<file path="src/rtl/exception_vector_sequencer.sv">
// Exception vector sequencer: records EPC/Cause, fetches the handler byte from the
// fixed vector address and loads it into the PC while the main control is stalled.
module exception_vector_sequencer #(
  parameter int unsigned VEC_OPCODE = 253,
  parameter int unsigned VEC_OVF    = 254,
  parameter int unsigned VEC_DIV0   = 255
) (
  input  logic        clk,
  input  logic        reset_n,
  input  logic        exc_req,
  input  logic [31:0] exc_cause,
  input  logic [31:0] pc_current,
  output logic        exc_busy,
  output logic        epc_we,
  output logic [31:0] epc_out,
  output logic        cause_we,
  output logic [31:0] cause_out,
  output logic        mem_req,
  output logic [31:0] mem_addr,
  input  logic        mem_ack,
  input  logic [7:0]  mem_rdata,
  output logic        pc_load,
  output logic [31:0] pc_out,
  output logic        exc_done,
  output logic        exc_invalid
);

  typedef enum logic [2:0] {IDLE, DECODE, SAVE, FETCH, LOAD} state_t;

  state_t      state, state_next;
  logic [31:0] cause_r, epc_r, vec_r, epc_q, cause_q;
  logic [7:0]  rdata_r;
  logic        cause_valid;
  logic [31:0] vec_sel;

  // The whole 32-bit cause is compared, so stray upper bits make it invalid
  always_comb begin
    cause_valid = 1'b1;
    vec_sel     = '0;
    case (cause_r)
      32'd1:   vec_sel = VEC_OPCODE;
      32'd2:   vec_sel = VEC_OVF;
      32'd3:   vec_sel = VEC_DIV0;
      default: cause_valid = 1'b0;
    endcase
  end

  always_ff @(posedge clk or negedge reset_n) begin
    if (!reset_n) state <= IDLE;
    else          state <= state_next;
  end

  always_comb begin
    state_next  = state;
    exc_busy    = 1'b1;
    epc_we      = 1'b0;
    cause_we    = 1'b0;
    mem_req     = 1'b0;
    pc_load     = 1'b0;
    exc_done    = 1'b0;
    exc_invalid = 1'b0;
    case (state)
      IDLE: begin
        exc_busy = 1'b0;
        if (exc_req) state_next = DECODE;
      end
      DECODE: begin
        if (cause_valid) begin
          state_next = SAVE;
        end else begin
          exc_invalid = 1'b1;
          state_next  = IDLE;
        end
      end
      SAVE: begin
        epc_we     = 1'b1;
        cause_we   = 1'b1;
        state_next = FETCH;
      end
      FETCH: begin
        mem_req = 1'b1;
        if (mem_ack) state_next = LOAD;
      end
      LOAD: begin
        pc_load    = 1'b1;
        exc_done   = 1'b1;
        state_next = IDLE;
      end
      default: state_next = IDLE;
    endcase
  end

  // Write-data registers only move when their strobe is about to fire, so they hold between exceptions
  always_ff @(posedge clk or negedge reset_n) begin
    if (!reset_n) begin
      cause_r <= '0;
      epc_r   <= '0;
      vec_r   <= '0;
      epc_q   <= '0;
      cause_q <= '0;
      rdata_r <= '0;
    end else begin
      if (state == IDLE && exc_req) begin
        cause_r <= exc_cause;
        epc_r   <= pc_current - 32'd4;
      end
      if (state == DECODE && cause_valid) begin
        vec_r   <= vec_sel;
        epc_q   <= epc_r;
        cause_q <= cause_r;
      end
      if (state == FETCH && mem_ack) rdata_r <= mem_rdata;
    end
  end

  assign epc_out   = epc_q;
  assign cause_out = cause_q;
  assign mem_addr  = vec_r;
  assign pc_out    = {24'd0, rdata_r};

endmodule

</file>
<file path="config.mk">
export PLATFORM = sky130hd
export DESIGN_NAME = exception_vector_sequencer
export DESIGN_NICKNAME = d
export VERILOG_FILES = /design/src/rtl/exception_vector_sequencer.sv
export SDC_FILE = /design/constraint.sdc
export NUM_CORES = 1
export LEC_CHECK = 0
export ABC_CLOCK_PERIOD_IN_PS = 2000
export BUFFER_PORTS_ARGS = -buffer_cell sky130_fd_sc_hd__buf_2
export CAP_MARGIN = 15
export CORE_MARGIN = 10
export CORE_UTILIZATION = 45
export DETAILED_ROUTE_END_ITERATION = 6
export PLACE_DENSITY_LB_ADDON = 0.2
export SKIP_CTS_REPAIR_TIMING = 1
export SYNTH_ARGS = -nofsm -noshare
export SYNTH_HDL_FRONTEND = slang
export SYNTH_SLANG_ARGS = --single-unit
export TNS_END_PERCENT = 10
</file>
<file path="constraint.sdc">
create_clock -name clk -period 2 [get_ports clk]
set_input_delay 0.2 -clock clk [delete_from_list [all_inputs] [get_ports clk]]
set_output_delay 0.2 -clock clk [all_outputs]
set_load 0.01 [all_outputs]
</file>
After elaboration in Yosys (flattened, before gate mapping)

Cells that the tools add are included.

Add/sub/neg operators: 1
Multiplexer cells: 12
Equal/unequal tests: 9
Reductions and logical operators: 6

Operator list:

| cell                                                                    | count |
|---|---|
| 32-bit by 2-bit equality test with 1-bit output (second input constant) | 2 |
| 32-bit by 1-bit equality test with 1-bit output (second input constant) | 1 |
| 32-bit by 3-bit subtractor with 32-bit output (second input constant)   | 1 |
| 8-bit case mux with 3 select lines                                      | 1 |
| 3-bit case mux with 4 select lines                                      | 1 |
| 1-bit two-way mux                                                       | 7 |
| 3-bit by 2-bit equality test with 1-bit output (second input constant)  | 2 |
| 3-bit two-way mux                                                       | 2 |
| 2-bit != test (second input constant)                                   | 2 |
| 3-bit by 1-bit equality test with 1-bit output (second input constant)  | 1 |
| 3-bit equality test (second input constant)                             | 1 |
| 1-bit logical AND                                                       | 3 |
| 3-bit zero test                                                         | 1 |
| 3-bit OR reduction                                                      | 1 |
| 2-bit two-way mux                                                       | 1 |
| 2-bit AND reduction                                                     | 1 |

Logic and storage cells: 35
Bits of input ports: 76
Flip-flop bits (word level): 171
Output and inout port bits: 135

Longest topological paths before layout

Gate-level depths: netlist of run 1.

Word-level depth: 5
Mapped depth: 8
Gate-level depth less buffers: 7

Worst setup path after synthesis of run 1

No wires, ideal clock.

Path type: flip-flop to flip-flop
Start point: register state[2]
End point: register epc_q[10], in the netlist epc_out[10]
Period minus slack after synthesis: 2.050 ns
Data required time: 1.873 ns
Path slack: -0.050 ns
Arrival: 1.923 ns
Buffers on the path: 2
Stages on the path, launching flop included: 7
Library setup time: 0.127 ns
Cell sequence: dfrtp_1 > or3b_1 > nor4_4 > and2b_1 > buf_4 > buf_6 > mux2_1

Word-level cells in the longest chain between the ends: 2

RTL lines:

| what                                           | RTL line | text |
|---|---|---|
| start, declared                                | 30       | `state_t state, state_next;` |
| start signal, assigned                         | 50       | `else state <= state_next;` |
| 3-bit by 1-bit equality test with 1-bit output | 107      | `if (state == DECODE && cause_valid) begin` |
| 1-bit logical AND                              | 107      |  |
| end signal, assigned                           | 109      | `epc_q <= epc_r;` |
| end, declared                                  | 31       | `logic [31:0] cause_r, epc_r, vec_r, epc_q, cause_q;` |

Every way passes these cells.
A chain may end at the register's enable or synchronous reset.

Final worst setup path of run 1

Start point: register cause_r[28]
End point: output exc_invalid

Word-level cells in the longest chain between the ends: 5
Elaborated cells between the ends (all ways): 7
Those cells by class: eq/ne: 3; mux: 3; reduce/logical: 1

RTL lines:

| what                                                                                                                      | RTL line | text |
|---|---|---|
| start, declared                                                                                                           | 31       |  |
| start signal, assigned                                                                                                    | 104      | `cause_r <= exc_cause;` |
| 32-bit by 2-bit equality test with 1-bit output / 32-bit by 1-bit equality test with 1-bit output (equally long branches) | 40       | `case (cause_r)` |
| 3-bit OR reduction (no line) *                                                                                            | --       |  |
| 1-bit two-way mux *                                                                                                       | 40       |  |
| 1-bit two-way mux *                                                                                                       | 68       | `if (cause_valid) begin` |
| 1-bit two-way mux *                                                                                                       | 62       | `case (state)` |
| end, declared                                                                                                             | 25       | `output logic exc_invalid` |

Every way passes the cells marked *; elsewhere a longest branch is shown, timed or not.

==> metrics.md, run 1 <==
| Metric | Value |
|---|---|
| Reg area | 0.003553 mm² |
| Yosys top cell area share | 57.71% |
| Grt total ovfl | 0 |
| Status | finished with violations |
| ANT cells | 0 |
| Clock Path Buffers | 2 |
| Synth Flop Type | dfrtp_1 |
| Pre-CTS setup slack | -0.1520 ns |
| Routed len/inst | 16.40 µm |
| Seq/Total Area, Yosys | 57.71% |
| Tot GR Track Use | 14.93% |
| DRC viols | 0 |
| # rows | 42 |
| CP max stage delay | 0.58 ns |
| Chip width | 137.0 µm |
| Die Height | 137.0 µm |
| TritonCTS clock tree | done |
| Slowest CP cell | or4_4 |
| Slew Limit Headroom | 62.15% |
| Cells along the critical path | or4_4, nor4_4, buf_4, nor2_4, buf_6 |
| Via count | 4221 |
| RSZ-0062 raised after global routing | yes |
| Pwr dens | 917.2 mW/mm² |
| CORE AREA | 0.01335 mm² |
| Syn avg cell area | 11.98 µm² |
| Measured slew at the worst slew-check pin | 0.5678 ns |
| Share of cells above drive strength 1 | 40.25% |
| CTS Sinks | 142 |
| Yosys reg bits | 142 |
| Multi-input gate area | 0.002395 mm² |
| H-tree Lvls | 4 |
| Layout overhead on the synthesized area | 29.95% |
| CTS buffer count | 17 |
| Maximum capacitance violations | 0 |
| Synth cell count leaders | dfrtp_1, nand2_1, buf_4 |
| DIE AREA | 0.01876 mm² |
| Total Wirelength | 14.58 mm |
| Crit path max-delay family | simple AND/OR/NAND/NOR gates |
| Worst path required time | 1.80 ns |
| Violated checks | negative hold slack, negative setup slack |
| Fmax | 459.4 MHz |
| Drt pass-1 iters | 4 |
| Endpoints failing hold | 2 |
| Worst setup EP type | output port |
| Final Max Slew Viols | 0 |
| Synth Instances | 514 |
| DR iter-0 viols | 187 |
| Initial antenna violation count | 0 |
| HPWL after detailed placement | 10.56 mm |
| Arrival @ worst endpoint | 1.98 ns |
| Vias per std cell | 4.748 |
| EDFF count, synth | 0 |
| Synthesized area | 0.006157 mm² |
| Setup Skew | 0.01086 ns |
| Final WS setup | -0.1769 ns |
| Routed Antenna Nets | 0 |
| Crit Path Class | flip-flop to output port |
| CP Launch Type | flip-flop |
| Synth area leader | dfrtp_1 |
| Worst hold-check path type | input port to flip-flop |
| Final setup fails | 33 |
| Vias in the first global route | 4512 |
| Largest cells by area after synthesis | dfrtp_1, buf_4, mux2_2 |
| Crit share post-route | 108.8% |
| Syn. warnings | 0 |
| Period minus WS final | 2.177 ns |
| Worst-Skew Late Latency | 0.42 ns |
| Post-synth ARST share | 100.0% |
| Nets | 778 |
| Input/output buffers | 162 |
| I/O pins | 211 |
| GPL Wtd Cong | 0.8221 |
| Cell variety after synth | 39 |
| Largest net degree at the start of global routing | 61 |
| Reg clk slew, reported paths | 0.06 ns |
| Final hold slack | -0.006499 ns |
| Filler Cells Inserted | 1125 |
| Worst Path Max Fanout | 2 |
| CP bufs+invs | 2 |
| P_leak | 4.203 nW |
| Clock root cell | clkbuf_16 |
| Cell with the most instances after synthesis | dfrtp_1 |
| First-pass GRT wire length | 22.33 mm |
| VDD IR max | 0.6357 mV |
| Initial Util | 46.13% |
[final timing paths]
check,from,to,slack [ns],cells after the start
min in group asynchronous,reset_n,cause_r[18],0.32,2
min reg2reg,mem_addr[0],mem_addr[0],0.47,1
max,cause_r[28],exc_invalid,-0.18,5
max in group asynchronous,reset_n,epc_r[9],0.99,3
min,mem_rdata[4],rdata_r[4],-0.006,3
max reg2reg,cause_r[28],epc_out[7],-0.14,5
[cell usage in the layout, fill, tap and decap left out, types with 3 or more instances in the layout]
cell,n
buf_12,3
a21oi_1,3
nand4b_1,4
xnor2_1,9
inv_1,3
mux2_1,9
nor2_1,12
nor4_2,3
clkinv_4,3
buf_2,160
clkbuf_16,19
nor3_1,3
mux2_4,23
and3_1,3
nor3b_1,3
nor4_4,3
buf_4,19
or4_1,6
inv_6,3
o21ai_0,11
nor4_1,7
xor2_1,18
nand3b_1,4
o21ai_1,19
mux2_2,34
nor2b_1,30
nand4_1,3
conb_1,48
nand2_1,62
a21o_1,5
dfrtp_1,142
nand3_1,6
bufinv_16,5
dlygate4sd3_1,7
[cells by family (layout without fill, tap and decap cells)]
kind of cell / Yosys count / count (layout) / share of synthesized area [%]
and+or+nand+nor: 159 / 159 / 13.98
DFF: 142 / 142 / 57.71
buffers and inverters: 78 / 230 / 8.596
muxes: 66 / 66 / 12.07
AOI/OAI and AO/OA: 40 / 40 / 3.536
xor gates and xnor gates: 27 / 27 / 3.841
adders and majority gates: 1 / 1 / 0.2032
other: 1 / 48 / 0.06090
[area by class of cell]
type                    count  area share, %
well taps                 176          2.752
repair buffers            195          14.70
inverters                   4         0.1876
clock inverters            13          2.658
flip-flops and latches    142          44.41
clock buffers              18          5.364
multi-input cells         341          29.93
[report_power, final]
part | internal, mW | switching [mW] | leakage [nW]
sequential | 3.12 | 0.137 | 1.85
clock | 2.22 | 1.20 | 0.315
combinational | 0.304 | 0.364 | 2.04
total | 5.64 | 1.70 | 4.20
[per-stage QoR]
step,TNS [ns],power (mW),instances,util [%],cell area [µm²]
floorplan,-0.4161,3.694,561,-,6340
global placement,-3.550,3.901,846,52.92,7063
detailed placement,-4.528,3.940,846,52.92,7063
CTS,-5.942,7.360,877,57.72,7705
global route,-6.928,7.631,889,59.95,8001
finish,-4.105,7.339,889,59.95,8001
[worst min-delay path, cell delays in order]
cell	delay, ns
buf_2	0.08
nand2_1	0.04
nand2_1	0.05
[flip-flops by register name, indices dropped and copies added (netlist names)]
register / count
cause_out: 32
epc_out: 32
epc_r: 32
rdata_r: 8
cause_r: 32
mem_addr: 3
state: 3
[routing by layer]
metal	GRT usage (%)	wire length [µm]	vias up
met4	5.796	231	0
met5	0	0	-
met2	24.33	7144	148
li1	-	-	1998
met3	5.242	1073	15
met1	17.72	6134	2060
(Power assumes the default switching activity.)
==> run 2: changes to the inputs <==
--- a/config.mk
+++ b/config.mk
@@ -8,6 +8,7 @@
 export ABC_CLOCK_PERIOD_IN_PS = 2000
 export BUFFER_PORTS_ARGS = -buffer_cell sky130_fd_sc_hd__buf_2
 export CAP_MARGIN = 15
+export CORE_ASPECT_RATIO = 1.1
 export CORE_MARGIN = 10
 export CORE_UTILIZATION = 45
 export DETAILED_ROUTE_END_ITERATION = 6
==> run 2 against run 1 <==
Against the previous run: the flow still finishes with violations (negative hold slack, negative setup slack); sequential power is essentially flat; clock skew shrank 0.0022 ns; non-clock buffer count is the same; clock power shrank 9.4%; wire length grew 1.2%; fmax shrank 0.50%; final cell count grew 0.79%; critical path depth is the same; clock-buffer cell count grew 7; critical endpoint unchanged.
==> metrics.md, run 2 (synthesis results as in run 1) <==
| Metric | Value |
|---|---|
| Status | finished with violations (unchanged) |
| Violated checks | negative hold slack, negative setup slack (unchanged) |
| Reg clk slew, reported paths | 0.06 ns (about the same) |
| Fmax | 457.1 MHz (was 459.4 MHz) |
| Drt pass-1 iters | 4 (unchanged) |
| Slew Limit Headroom | 62.87% (was 62.15%) |
| Non-Filler Instances | 896 (was 889) |
| Placed cell count | 854 (was 846) |
| Pwr dens | 880.7 mW/mm² (was 917.2 mW/mm²) |
| Vias in the first global route | 4681 (was 4512) |
| CORE AREA | 0.01332 mm² (was 0.01335 mm²) |
| Arrival @ worst endpoint | 1.99 ns (was 1.98 ns) |
| First-pass GRT wire length | 23.40 mm (was 22.33 mm) |
| Chip width | 131.5 µm (was 137.0 µm) |
| VDD IR max | 0.4935 mV (was 0.6357 mV) |
| Net switching power | 1.610 mW (was 1.699 mW) |
| Crit Path Class | flip-flop to output port (unchanged) |
| Switching share of power | 22.96% (was 23.15%) |
| ANT cells | 0 (unchanged) |
| Sequential Power Share | 46.4% (was 44.4%) |
| Clock Path Buffers | 2 (unchanged) |
| Filler Cells Inserted | 1123 (was 1125) |
| GPL Wtd Cong | 0.8765 (was 0.8221) |
| Final Max Slew Viols | 0 (unchanged) |
| Final hold slack | -0.01114 ns (was -0.006499 ns) |
| CTS Sinks | 142 (unchanged) |
| Comb pwr share | 9.4% (was 9.1%) |
| Share of cells above drive strength 1 | 39.89% (was 40.25%) |
| Worst-Skew Late Latency | 0.41 ns (was 0.42 ns) |
| Routed Antenna Nets | 0 (unchanged) |
| DRC viols | 0 (unchanged) |
| # rows | 44 (was 42) |
| Slowest CP cell | or4_4 (unchanged) |
| Maximum capacitance violations | 0 (unchanged) |
| I/O pins | 211 (unchanged) |
| Grt total ovfl | 0 (unchanged) |
| Layout overhead on the synthesized area | 29.36% (was 29.95%) |
| Clock root cell | clkbuf_16 (unchanged) |
| Nets | 778 (unchanged) |
| Clock power frac | 44.1% (was 46.5%) |
| Most frequent cells in the layout | buf_2, dfrtp_1, nand2_1 (unchanged) |
| RSZ-0062 raised after global routing | yes (unchanged) |
| Setup Skew | 0.008656 ns (was 0.01086 ns) |
| Tot GR Track Use | 15.41% (was 14.93%) |
| TritonCTS clock tree | done (unchanged) |
| Worst Path Max Fanout | 2 (unchanged) |
| Endpoints failing hold | 1 (was 2) |
| Initial antenna violation count | 0 (unchanged) |
| CP bufs+invs | 2 (unchanged) |
| Crit share post-route | 109.4% (was 108.8%) |
| Input/output buffers | 162 (unchanged) |
| Die Height | 142.7 µm (was 137.0 µm) |
| Largest net degree at the start of global routing | 61 (unchanged) |
| CP max stage delay | 0.58 ns (about the same) |
| Period minus WS final | 2.188 ns (was 2.177 ns) |
| Final instance area | 0.007965 mm² (was 0.008001 mm²) |
| HPWL after detailed placement | 10.87 mm (was 10.56 mm) |
| Final core utilization | 59.79% (was 59.95%) |
| Measured slew at the worst slew-check pin | 0.5570 ns (was 0.5678 ns) |
| Worst setup EP type | output port (unchanged) |
| P_leak | 4.171 nW (was 4.203 nW) |
| CP Launch Type | flip-flop (unchanged) |
| H-tree Lvls | 4 (unchanged) |
| Cells along the critical path | or4_4, nor4_4, buf_4, nor2_4, buf_6 (unchanged) |
| CTS buffer count | 17 (unchanged) |
| Crit path max-delay family | simple AND/OR/NAND/NOR gates (unchanged) |
| Via count | 4229 (was 4221) |
| Routed len/inst | 16.48 µm (was 16.40 µm) |
| Placed cell areas | 0.007073 mm² (was 0.007063 mm²) |
| Initial Util | 46.22% (was 46.13%) |
| Pint | 5.404 mW (was 5.640 mW) |
| Total Wirelength | 14.76 mm (was 14.58 mm) |
| Pre-CTS setup slack | -0.1343 ns (was -0.1520 ns) |
| Worst path required time | 1.80 ns (about the same) |
| DR iter-0 viols | 108 (was 187) |
| Vias per std cell | 4.720 (was 4.748) |
| Most common cell after layout, fill and taps aside | buf_2 (unchanged) |
| Worst hold-check path type | input port to flip-flop (unchanged) |
| Final WS setup | -0.1879 ns (was -0.1769 ns) |
| Final setup fails | 43 (was 33) |
| DIE AREA | 0.01877 mm² (was 0.01876 mm²) |
-- run 2: changes by cell type in the layout (fill, tap and decap cells not counted), moves of 2 or more --
cell / change
bufinv_16: -3
clkinv_4: -3
mux2_4: -3
mux2_1: +3
clkinvlp_4: +2
clkbuf_8: +5
clkbuf_1: +2
buf_4: -2
inv_6: -3
nor2b_2: +4
nor2b_1: -4
-- run 2: worst min-delay path: stages --
cell,delay [ns]
buf_2,0.07
nand2_1,0.04
nand2_1,0.05
-- run 2: final cells by class --
cell class,instances,area (µm²),share of cell area [%]
Inverter,4,15.01,0.1885
Multi-Input combinational cell,341,2394,30.05
Tap cell,184,230.2,2.890
Clock inverter,5,80.08,1.005
Timing Repair Buffer,195,1187,14.91
Sequential cell,142,3553,44.61
Clock buffer,25,505.5,6.346
-- run 2: stage by stage --
stage	setup TNS (ns)	total power, mW
finish	-3.845	7.015
global route	-9.880	7.337
CTS	-6.377	7.046
detailed placement	-5.453	3.936
global placement	-4.759	3.900
floorplan	-0.4161	3.694
-- run 2: per-layer routing --
metal | wire length, µm | vias to the layer above | GRT usage, %
li1 | - | 2006 | -
met1 | 6309 | 2056 | 17.62
met2 | 7305 | 152 | 26.14
met3 | 890 | 15 | 5.018
met4 | 257 | 0 | 6.678
met5 | 0 | - | 0
-- run 2: path summary, 6_finish.rpt --
| check | from | end | slack [ns] | cells after the start |
|---|---|---|---|---|
| worst max-delay path | cause_r[28] | exc_invalid | -0.19 | 5 |
| worst min-delay path | mem_rdata[7] | rdata_r[7] | -0.01 | 3 |
| worst max register to register | cause_r[14] | epc_out[17] | -0.16 | 6 |
| worst min register to register | rdata_r[5] | rdata_r[5] | 0.47 | 2 |
| max in group asynchronous | reset_n | epc_out[9] | 0.98 | 3 |
| min in group asynchronous | reset_n | mem_addr[6] | 0.30 | 2 |
-- run 2: power groups by stage --
stage / clock (mW) / sequential, mW / combinational, mW
floorplan: 0 / 3.28 / 0.414
global placement: 0 / 3.28 / 0.621
detailed placement: 0 / 3.30 / 0.641
CTS: 3.15 / 3.25 / 0.644
global route: 3.30 / 3.29 / 0.748
finish: 3.10 / 3.26 / 0.661
==> run 3: changes to the inputs <==
--- a/config.mk
+++ b/config.mk
@@ -14,6 +14,7 @@
 export DETAILED_ROUTE_END_ITERATION = 6
 export PLACE_DENSITY_LB_ADDON = 0.2
 export SKIP_CTS_REPAIR_TIMING = 1
+export SKIP_LAST_GASP = 1
 export SYNTH_ARGS = -nofsm -noshare
 export SYNTH_HDL_FRONTEND = slang
 export SYNTH_SLANG_ARGS = --single-unit
==> run 3 against run 2 <==
Against the previous run: critical path depth did not move; clock power barely moved; the flow still finishes with violations (negative hold slack, negative setup slack); via count fell by 0.47%; non-clock buffer count did not move; sequential power barely moved; highest routed layer unchanged; first-iteration DRC count fell by 4.6%; register-to-register slack barely moved; wire length fell by 1.0%.
==> metrics.md, run 3 (synthesis results as in run 1) <==
| Metric | Value |
|---|---|
| Status | finished with violations (unchanged) |
| Violated checks | negative hold slack, negative setup slack (unchanged) |
| Drt pass-1 iters | 4 (unchanged) |
| CP bufs+invs | 2 (unchanged) |
| Vias per std cell | 4.698 (was 4.720) |
| Period minus WS final | 2.190 ns (was 2.188 ns) |
| VDD IR max | 0.4905 mV (was 0.4935 mV) |
| Routed len/inst | 16.30 µm (was 16.48 µm) |
| Measured slew at the worst slew-check pin | 0.5614 ns (was 0.5570 ns) |
| Reg clk slew, reported paths | 0.06 ns (about the same) |
| Fmax | 456.7 MHz (was 457.1 MHz) |
| Grt total ovfl | 0 (unchanged) |
| Filler Cells Inserted | 1143 (was 1123) |
| Final hold slack | -0.006891 ns (was -0.01114 ns) |
| Final WS setup | -0.1897 ns (was -0.1879 ns) |
| Initial antenna violation count | 0 (unchanged) |
| Final setup fails | 52 (was 43) |
| CTS buffer count | 17 (unchanged) |
| Layout overhead on the synthesized area | 27.98% (was 29.36%) |
| Pwr dens | 888.6 mW/mm² (was 880.7 mW/mm²) |
| Input/output buffers | 162 (unchanged) |
| Worst-case reg-to-reg path depth | 6 (unchanged) |
| Most frequent cells in the layout | buf_2, dfrtp_1, nand2_1 (unchanged) |
| Maximum capacitance violations | 0 (unchanged) |
| Chip width | 131.5 µm (unchanged) |
| CORE AREA | 0.01332 mm² (unchanged) |
| Power Total | 7.002 mW (was 7.015 mW) |
| Reg area | 0.003553 mm² (unchanged) |
| Worst R2R Setup Slack | -0.15 ns (was -0.16 ns) |
| WHS Endpoint | rdata_r[7] (unchanged) |
| Share of cells above drive strength 1 | 36.80% (was 39.89%) |
| Initial Util | 46.22% (unchanged) |
| Setup Skew | 0.007800 ns (was 0.008656 ns) |
| Nets | 778 (unchanged) |
| Clock Path Buffers | 2 (unchanged) |
| CP max stage delay | 0.58 ns (about the same) |
| Multi-input gate area | 0.002316 mm² (was 0.002394 mm²) |
| Slowest CP cell | or4_4 (unchanged) |
| Slew Limit Headroom | 62.58% (was 62.87%) |
| Worst r2r dst | epc_out[17] (unchanged) |
| HPWL after detailed placement | 10.87 mm (unchanged) |
| Endpoints failing hold | 1 (unchanged) |
| Worst path required time | 1.80 ns (about the same) |
| Final core utilization | 59.15% (was 59.79%) |
| Total Wirelength | 14.61 mm (was 14.76 mm) |
| Crit path max-delay family | simple AND/OR/NAND/NOR gates (unchanged) |
| CTS Sinks | 142 (unchanged) |
| DR iter-0 viols | 103 (was 108) |
| Crit Path Class | flip-flop to output port (unchanged) |
| Min-delay src | mem_rdata[7] (unchanged) |
| Depth of the worst hold-timing path | 3 (unchanged) |
| Routed Antenna Nets | 0 (unchanged) |
| Crit share post-route | 109.5% (was 109.4%) |
| Clock root cell | clkbuf_16 (unchanged) |
| Worst setup EP type | output port (unchanged) |
| Worst-Skew Late Latency | 0.41 ns (about the same) |
| Final Max Slew Viols | 0 (unchanged) |
| ANT cells | 0 (unchanged) |
| First-pass GRT wire length | 23.40 mm (unchanged) |
| DRC viols | 0 (unchanged) |
| RSZ-0062 raised after global routing | yes (unchanged) |
| Cells along the critical path | or4_4, nor4_4, buf_4, nor2_4, buf_6 (unchanged) |
| Most common cell after layout, fill and taps aside | buf_2 (unchanged) |
| Die Height | 142.7 µm (unchanged) |
| Worst Path Max Fanout | 2 (unchanged) |
| Tot GR Track Use | 15.41% (unchanged) |
| # rows | 44 (unchanged) |
| Vias in the first global route | 4681 (unchanged) |
| DIE AREA | 0.01877 mm² (unchanged) |
| Largest net degree at the start of global routing | 61 (unchanged) |
| Critical R2R Launch | cause_r[14] (unchanged) |
| CP Launch Type | flip-flop (unchanged) |
| GPL Wtd Cong | 0.8765 (unchanged) |
| TritonCTS clock tree | done (unchanged) |
| I/O pins | 211 (unchanged) |
| Crit path from | cause_r[28] (unchanged) |
| Via count | 4209 (was 4229) |
| Arrival @ worst endpoint | 1.99 ns (about the same) |
| Setup_tns | -4.227 ns (was -3.845 ns) |
| Worst hold-check path type | input port to flip-flop (unchanged) |
| H-tree Lvls | 4 (unchanged) |
| P_leak | 4.176 nW (was 4.171 nW) |
-- run 3: worst max-delay path by stage --
| stage | slack (ns) | end | cells after the start |
|---|---|---|---|
| 5_1_grt | -0.28 | exc_invalid | 7 |
| 3_5_place_dp | -0.13 | epc_out[6] | 6 |
| 4_1_cts | -0.42 | exc_invalid | 7 |
| 2_1_floorplan | -0.01 | epc_out[10] | 6 |
| 6_report | -0.19 | exc_invalid | 5 |
| 3_3_place_gp | -0.11 | epc_out[8] | 6 |
-- run 3: power by group --
group | internal, mW | switching (mW)
logic | 0.297 | 0.362
registers | 3.12 | 0.136
clock network | 1.99 | 1.10
total | 5.40 | 1.60
-- run 3: final cells by class --
cell class / instances / share of cell area, %
sequential: 142 / 45.09
multi-input combinational: 341 / 29.39
timing repair buffer: 195 / 14.97
clock buffer: 25 / 6.415
tap: 184 / 2.922
clock inverter: 5 / 1.016
inverter: 4 / 0.1905
-- run 3: metal layers --
metal | up-vias | routed length (µm) | share of wire [%] | GRT usage [%]
met5 | - | 0 | 0 | 0
met4 | 0 | 240 | 1.6 | 6.678
met3 | 14 | 869 | 5.9 | 5.018
met2 | 148 | 7326 | 50 | 26.14
met1 | 2044 | 6171 | 42 | 17.62
li1 | 2003 | - | - | -
-- run 3: worst min-delay path: cells and delay by family --
family	cells	cell delay, ns
AND/OR/NAND/NOR	2	0.09
buffers and inverters	1	0.07
-- run 3: stage by stage --
step	setup WS, ns	hold slack, ns	cell area, µm²	cells
2_1_floorplan	-0.01496	-0.09559	6340	561
3_3_place_gp	-0.1088	0.1749	7073	854
3_5_place_dp	-0.1343	0.1785	7073	854
4_1_cts	-0.4221	-0.2630	7659	884
5_1_grt	-0.2798	0.004736	7880	896
6_report	-0.1897	-0.006891	7880	896
